**config.mk**
```make
export PLATFORM = sky130hd
export DESIGN_NAME = strum_judge_ctrl
export DESIGN_NICKNAME = d
export VERILOG_FILES = /design/src/rtl/guitar_pkg.sv /design/src/rtl/strum_sync_edge.sv /design/src/rtl/strum_judge_ctrl.sv
export SDC_FILE = /design/constraint.sdc
export NUM_CORES = 1
export LEC_CHECK = 0
export CAP_MARGIN = 20
export CORE_AREA = 2 2 76 78
export CTS_BUF_LIST = sky130_fd_sc_hd__clkbuf_4 sky130_fd_sc_hd__clkbuf_8
export DETAILED_ROUTE_END_ITERATION = 12
export DIE_AREA = 0 0 78 80
export PLACE_DENSITY = 0.79
export SETUP_SLACK_MARGIN = 0.15
export SLEW_MARGIN = 20
export SYNTH_ARGS = -nofsm -noshare
export SYNTH_HDL_FRONTEND = slang
export SYNTH_SLANG_ARGS = --single-unit
```
**constraint.sdc**
```tcl
create_clock -name clock -period 7.37 [get_ports clock]
set_input_delay 0.737 -clock clock [delete_from_list [all_inputs] [get_ports clock]]
set_output_delay 0.737 -clock clock [all_outputs]
set_load 0.02 [all_outputs]
```
**src/rtl/guitar_pkg.sv**
```systemverilog
// Shared types and defaults for the strum judging controller.
// Latency: none (definitions only).
// Backpressure: none (definitions only).
package guitar_pkg;

  // Default tuning for the judge; the top-level parameters pick these up.
  localparam int DEF_DEBOUNCE_CYCLES = 16;
  localparam int DEF_STREAK_STEP     = 10;
  localparam int DEF_MAX_MULT        = 4;
  localparam int DEF_BASE_POINTS     = 1;

  typedef enum logic [2:0] {
    IDLE     = 3'd0,
    DEBOUNCE = 3'd1,
    JUDGE    = 3'd2,
    REQ      = 3'd3,
    RELEASE  = 3'd4
  } state_t;

  // Multiplier for a given streak: one step per STREAK_STEP hits, clamped at the ceiling.
  function automatic logic [2:0] mult_of(input logic [7:0] s, input int step, input int max_mult);
    int m;
    m = 1 + int'(s) / step;
    if (m > max_mult) m = max_mult;
    return 3'(m);
  endfunction

endpackage

```
**src/rtl/strum_sync_edge.sv**
```systemverilog
// Two-flop synchronizer for the raw strum switch plus rising-edge detect.
// Latency: synchronized level 2 cycles after strum_in; rise flagged in that same cycle.
// Backpressure: none, samples every clock.
module strum_sync_edge (
  input  logic clock,
  input  logic reset,
  input  logic strum_in,
  output logic strum,
  output logic rise
);

  logic meta;
  logic sync;
  logic prev;

  // Synchronize the switch and keep one sample of history so an edge needs a seen-low cycle.
  always_ff @(posedge clock or posedge reset) begin
    if (reset) begin
      meta <= 1'b0;
      sync <= 1'b0;
      prev <= 1'b0;
    end else begin
      meta <= strum_in;
      sync <= meta;
      prev <= sync;
    end
  end

  assign strum = sync;
  assign rise  = sync & ~prev;

endmodule

```
**src/rtl/strum_judge_ctrl.sv**
```systemverilog
// Debounces a strum, judges frets against notes, tracks streak/multiplier and requests score adds.
// Latency: hit/miss pulse DEBOUNCE_CYCLES+1 cycles after the synchronized strum edge.
// Backpressure: score_req/score_delta hold until score_ack; strums are ignored while waiting.
module strum_judge_ctrl
  import guitar_pkg::*;
#(
  parameter int DEBOUNCE_CYCLES = DEF_DEBOUNCE_CYCLES,
  parameter int STREAK_STEP     = DEF_STREAK_STEP,
  parameter int MAX_MULT        = DEF_MAX_MULT,
  parameter int BASE_POINTS     = DEF_BASE_POINTS
) (
  input  logic        clock,
  input  logic        reset,
  input  logic        strum_in,
  input  logic [3:0]  buttons,
  input  logic [3:0]  intersections,
  input  logic        score_ack,
  output logic        score_req,
  output logic [31:0] score_delta,
  output logic [7:0]  streak,
  output logic [2:0]  multiplier,
  output logic        hit_pulse,
  output logic        miss_pulse
);

  localparam int CNT_W = (DEBOUNCE_CYCLES > 1) ? $clog2(DEBOUNCE_CYCLES) : 1;
  localparam logic [CNT_W-1:0] CNT_LAST = CNT_W'(DEBOUNCE_CYCLES - 1);

  state_t           state;
  state_t           state_nxt;
  logic [CNT_W-1:0] cnt;
  logic             strum;
  logic             rise;
  logic             hit;
  logic [7:0]       streak_inc;
  logic [2:0]       mult_inc;

  strum_sync_edge u_sync (
    .clock    (clock),
    .reset    (reset),
    .strum_in (strum_in),
    .strum    (strum),
    .rise     (rise)
  );

  // Judgment and the post-hit streak/multiplier it would produce.
  always_comb begin
    hit        = (intersections != 4'd0) && (buttons == intersections);
    streak_inc = (streak == 8'hFF) ? 8'hFF : streak + 8'd1;
    mult_inc   = mult_of(streak_inc, STREAK_STEP, MAX_MULT);
  end

  // Next-state and strobe decode; score_req comes straight from the state so reset kills it at once.
  always_comb begin
    state_nxt  = state;
    hit_pulse  = 1'b0;
    miss_pulse = 1'b0;
    score_req  = 1'b0;
    case (state)
      IDLE: begin
        if (rise) state_nxt = DEBOUNCE;
      end
      DEBOUNCE: begin
        if (!strum)                 state_nxt = IDLE;
        else if (cnt == CNT_LAST)   state_nxt = JUDGE;
      end
      JUDGE: begin
        if (hit) begin
          hit_pulse = 1'b1;
          state_nxt = REQ;
        end else begin
          miss_pulse = 1'b1;
          state_nxt  = RELEASE;
        end
      end
      REQ: begin
        score_req = 1'b1;
        if (score_ack) state_nxt = RELEASE;
      end
      RELEASE: begin
        if (!strum) state_nxt = IDLE;
      end
      default: state_nxt = IDLE;
    endcase
  end

  // State register.
  always_ff @(posedge clock or posedge reset) begin
    if (reset) state <= IDLE;
    else       state <= state_nxt;
  end

  // Debounce counter: counts high cycles while debouncing, parked at zero otherwise.
  always_ff @(posedge clock or posedge reset) begin
    if (reset)                          cnt <= '0;
    else if (state == DEBOUNCE && strum) cnt <= cnt + CNT_W'(1);
    else                                cnt <= '0;
  end

  // Streak, multiplier and score amount update only on the judge cycle.
  always_ff @(posedge clock or posedge reset) begin
    if (reset) begin
      streak      <= 8'd0;
      multiplier  <= 3'd1;
      score_delta <= 32'd0;
    end else if (state == JUDGE) begin
      if (hit) begin
        streak      <= streak_inc;
        multiplier  <= mult_inc;
        score_delta <= 32'(BASE_POINTS) * {29'd0, mult_inc};
      end else begin
        streak     <= 8'd0;
        multiplier <= 3'd1;
      end
    end
  end

endmodule

```
==> impl_metrics.env <==
export IMPL_postRouteWirelength_mm=7.09
export IMPL_cp_max_fo=10
export IMPL_tritoncts="done"
export IMPL_period_needed_ns=6.69
export IMPL_busiest_layer="met2"
export IMPL_fin_skew_ns=0.00569
export IMPL_place_area_sq_um=2970
export IMPL_grt_pass1_vias=2494
export IMPL_r2r_cells=25
export IMPL_hold_buffers=0
export IMPL_yosysWarningCount=0
export IMPL_numClockSinks=24
export IMPL_fin_crit_sh=0.908
export IMPL_grt_first_pass_wirelength_mm=11.8
export IMPL_postCtsSetupRepairBufs=0
export IMPL_synth_top_flop_cell="dfrtp_1"
export IMPL_final_common_cell="nand2_1"
export IMPL_rsz0062_at_grt="no"
export IMPL_numCtsBuffers=3
export IMPL_max_cap_violations=0
export IMPL_grt_usage=0.233
export IMPL_slew_headroom=0.408
export IMPL_drtIter0Drc=234
export IMPL_max_freq_mhz=149
export IMPL_grt_ovfl_total=0
export IMPL_cp_start_kind="flip-flop"
export IMPL_antenna_cells=0
export IMPL_report_final_hold_viol_count=0
export IMPL_mostFrequentLayoutCells="nand2_1 (35), conb_1 (29), clkdlybuf4s50_1 (28)"
export IMPL_met3_usage=0.0249
export IMPL_rr_startpoint="streak[0]$_DFFE_PP0N_"
export IMPL_h_tree_depth=1
export IMPL_crit_reg2reg_capture="score_delta[1]$_DFFE_PP0P_"
export IMPL_grt_max_degree=25
export IMPL_antenna_found_initial=0
export IMPL_initial_core_util=0.522
export IMPL_worstPathRequired_ns=7.58
export IMPL_io_pins=58
export IMPL_avgSynthCellArea_sq_um=8.10
export IMPL_drc=0
export IMPL_die_w_um=78
export IMPL_setup_tns_ns=0
export IMPL_met2_usage=0.405
export IMPL_crit_path_start="streak[0]$_DFFE_PP0N_"
export IMPL_routedWlPerCell_um=16.3
export IMPL_hold_path_class="reg -> reg"
export IMPL_dp_hpwl_mm=5.33
export IMPL_r2r_slack_ns=0.68
export IMPL_synth_edff_count=0
export IMPL_critPathCaptureType="flip-flop"
export IMPL_drtAntennaViolNets=0
export IMPL_worst_pin_slew_ns=0.887
export IMPL_drive_gt1_frac=0.0967
export IMPL_whs_ns=0.381
export IMPL_synth_largest_area_cell="dfrtp_1"
export IMPL_synth_area_top_cells="dfrtp_1 (20%), buf_4 (8.8%), nand2_1 (4.7%), ha_1 (3.6%), nor2_1 (3.2%)"
export IMPL_area_growth_pct=7.72
export IMPL_final_area_sq_um=3040
export IMPL_firstDrtPassIters=5
export IMPL_cts_buffer_depth=2
export IMPL_async_flop_share=1.00
export IMPL_syn_area_sq_um=2820
export IMPL_ys_seq_area_frac=0.213
export IMPL_num_vias=2734
export IMPL_nFillCells=492
export IMPL_netlist_instances=348
export IMPL_yosysUniqueCellTypes=79
export IMPL_yosysTopAreaCellShare=0.204
export IMPL_grtUsageMet1=0.302
export IMPL_die_area_sq_um=6240
export IMPL_place_gp_congestion=1.00
export IMPL_timing_final_ws_setup_ns=0.679
export IMPL_drv_slew=0
export IMPL_worst_endpoint_arrival_ns=6.90
export IMPL_rows=27
export IMPL_clk_pin_slew_worst_paths_ns=0.09
export IMPL_status="completed"
export IMPL_report_final_setup_viol=0
export IMPL_ys_ff_latch=24
export IMPL_setup_worst_path_end="score_delta[1]$_DFFE_PP0P_"
export IMPL_vias_per_cell=6.30
export IMPL_pre_cts_ws_ns=0.915
export IMPL_clock_root_buffer="clkbuf_8"
export IMPL_portBuffers=28
export IMPL_worst_setup_path_type="reg -> reg"
export IMPL_nets=383
export IMPL_clk_latency_ns=0.27
export IMPL_cts_resized=0
export IMPL_die_h_um=80
export IMPL_coreArea_sq_um=5410
-- synthesized netlist by cell type (3+ instances only) --
cell,number
nand2_1,35
inv_1,10
buf_4,33
a211oi_2,5
o211ai_1,5
xor2_1,4
nor4_1,5
a21o_1,4
a211o_1,4
dfrtp_1,23
nand3_1,17
clkbuf_1,6
nor2b_1,3
nor2_1,24
or3_1,3
xnor2_1,4
a31oi_1,3
and2_1,4
o21ai_0,11
nor3_1,8
a211oi_1,6
and3_1,4
a2bb2oi_1,3
nand2b_1,8
o31ai_1,10
o21a_1,3
o21ai_1,3
ha_1,8
buf_6,4
nand4_1,3
a21oi_1,15
a22oi_1,5
o22ai_1,3
-- how the worst min path moves through the flow --
stage                               start                endpoint  slack, ns  cells after the start
global route        u_sync.meta$_DFF_PP0_  u_sync.strum$_DFF_PP0_       0.39                      0
floorplan           u_sync.meta$_DFF_PP0_  u_sync.strum$_DFF_PP0_       0.33                      0
detailed placement  u_sync.meta$_DFF_PP0_  u_sync.strum$_DFF_PP0_       0.35                      0
CTS                 u_sync.meta$_DFF_PP0_  u_sync.strum$_DFF_PP0_       0.37                      0
global placement    u_sync.meta$_DFF_PP0_  u_sync.strum$_DFF_PP0_       0.33                      0
finish              u_sync.meta$_DFF_PP0_  u_sync.strum$_DFF_PP0_       0.38                      0
-- stage by stage --
stage / util / instances
after floorplan: - / 376
after global placement: 0.549 / 430
after detailed placement: 0.549 / 430
final: 0.562 / 434
after CTS: 0.562 / 434
after global routing: 0.562 / 434
-- sequential cells by signal, summed over array words and instances, names as in the netlist --
name / cells
cnt: 4
score_delta: 3
streak: 8
u_sync.meta: 1
multiplier: 3
u_sync.strum: 1
state: 3
u_sync.prev: 1
-- critical path: stages (launching register included) --
cell,delay [ns]
dfrtp_1,0.54
ha_1,0.47
nand4_2,0.29
nor3_1,0.28
or2_1,0.27
ha_1,0.21
nand2b_1,0.12
ha_1,0.19
and3b_1,0.20
or3_1,0.54
nor3_4,0.34
a2bb2oi_4,0.25
o21a_1,0.19
ha_1,0.23
a211oi_1,0.14
nor4_1,0.31
a211oi_1,0.17
a211oi_2,0.26
nand4_2,0.26
ha_1,0.31
nor2_1,0.17
nand2b_1,0.14
o211ai_1,0.11
nor4b_1,0.34
nand4_1,0.18
nand3_1,0.13
-- cell families after synthesis --
family	share of synthesized area
simple gates	0.255
compound gates	0.327
buf+inv	0.130
flops	0.213
xor+xnor	0.0306
fa+ha+maj	0.0355
mux	0.00755
other cells	0.00133
-- per-layer routing --
metal	vias up	wire length (um)
met1	1267	2980
li1	1287	-
met5	-	0
met2	163	3410
met3	17	569
met4	0	125
-- area by class of cell --
| type | instances | area [sq um] | area share |
|---|---|---|---|
| clock buffer | 3 | 41.3 | 0.0136 |
| tap | 72 | 90.1 | 0.0297 |
| clock inverter | 1 | 30.0 | 0.00989 |
| timing repair buffer | 28 | 280 | 0.0923 |
| multi-input combinational | 296 | 1960 | 0.644 |
| sequential | 24 | 602 | 0.198 |
| inverter | 10 | 37.5 | 0.0124 |
Power is left out: the tool's default activity adds up to more than one toggle a clock period on the data nets, which glitch-free logic cannot reach.
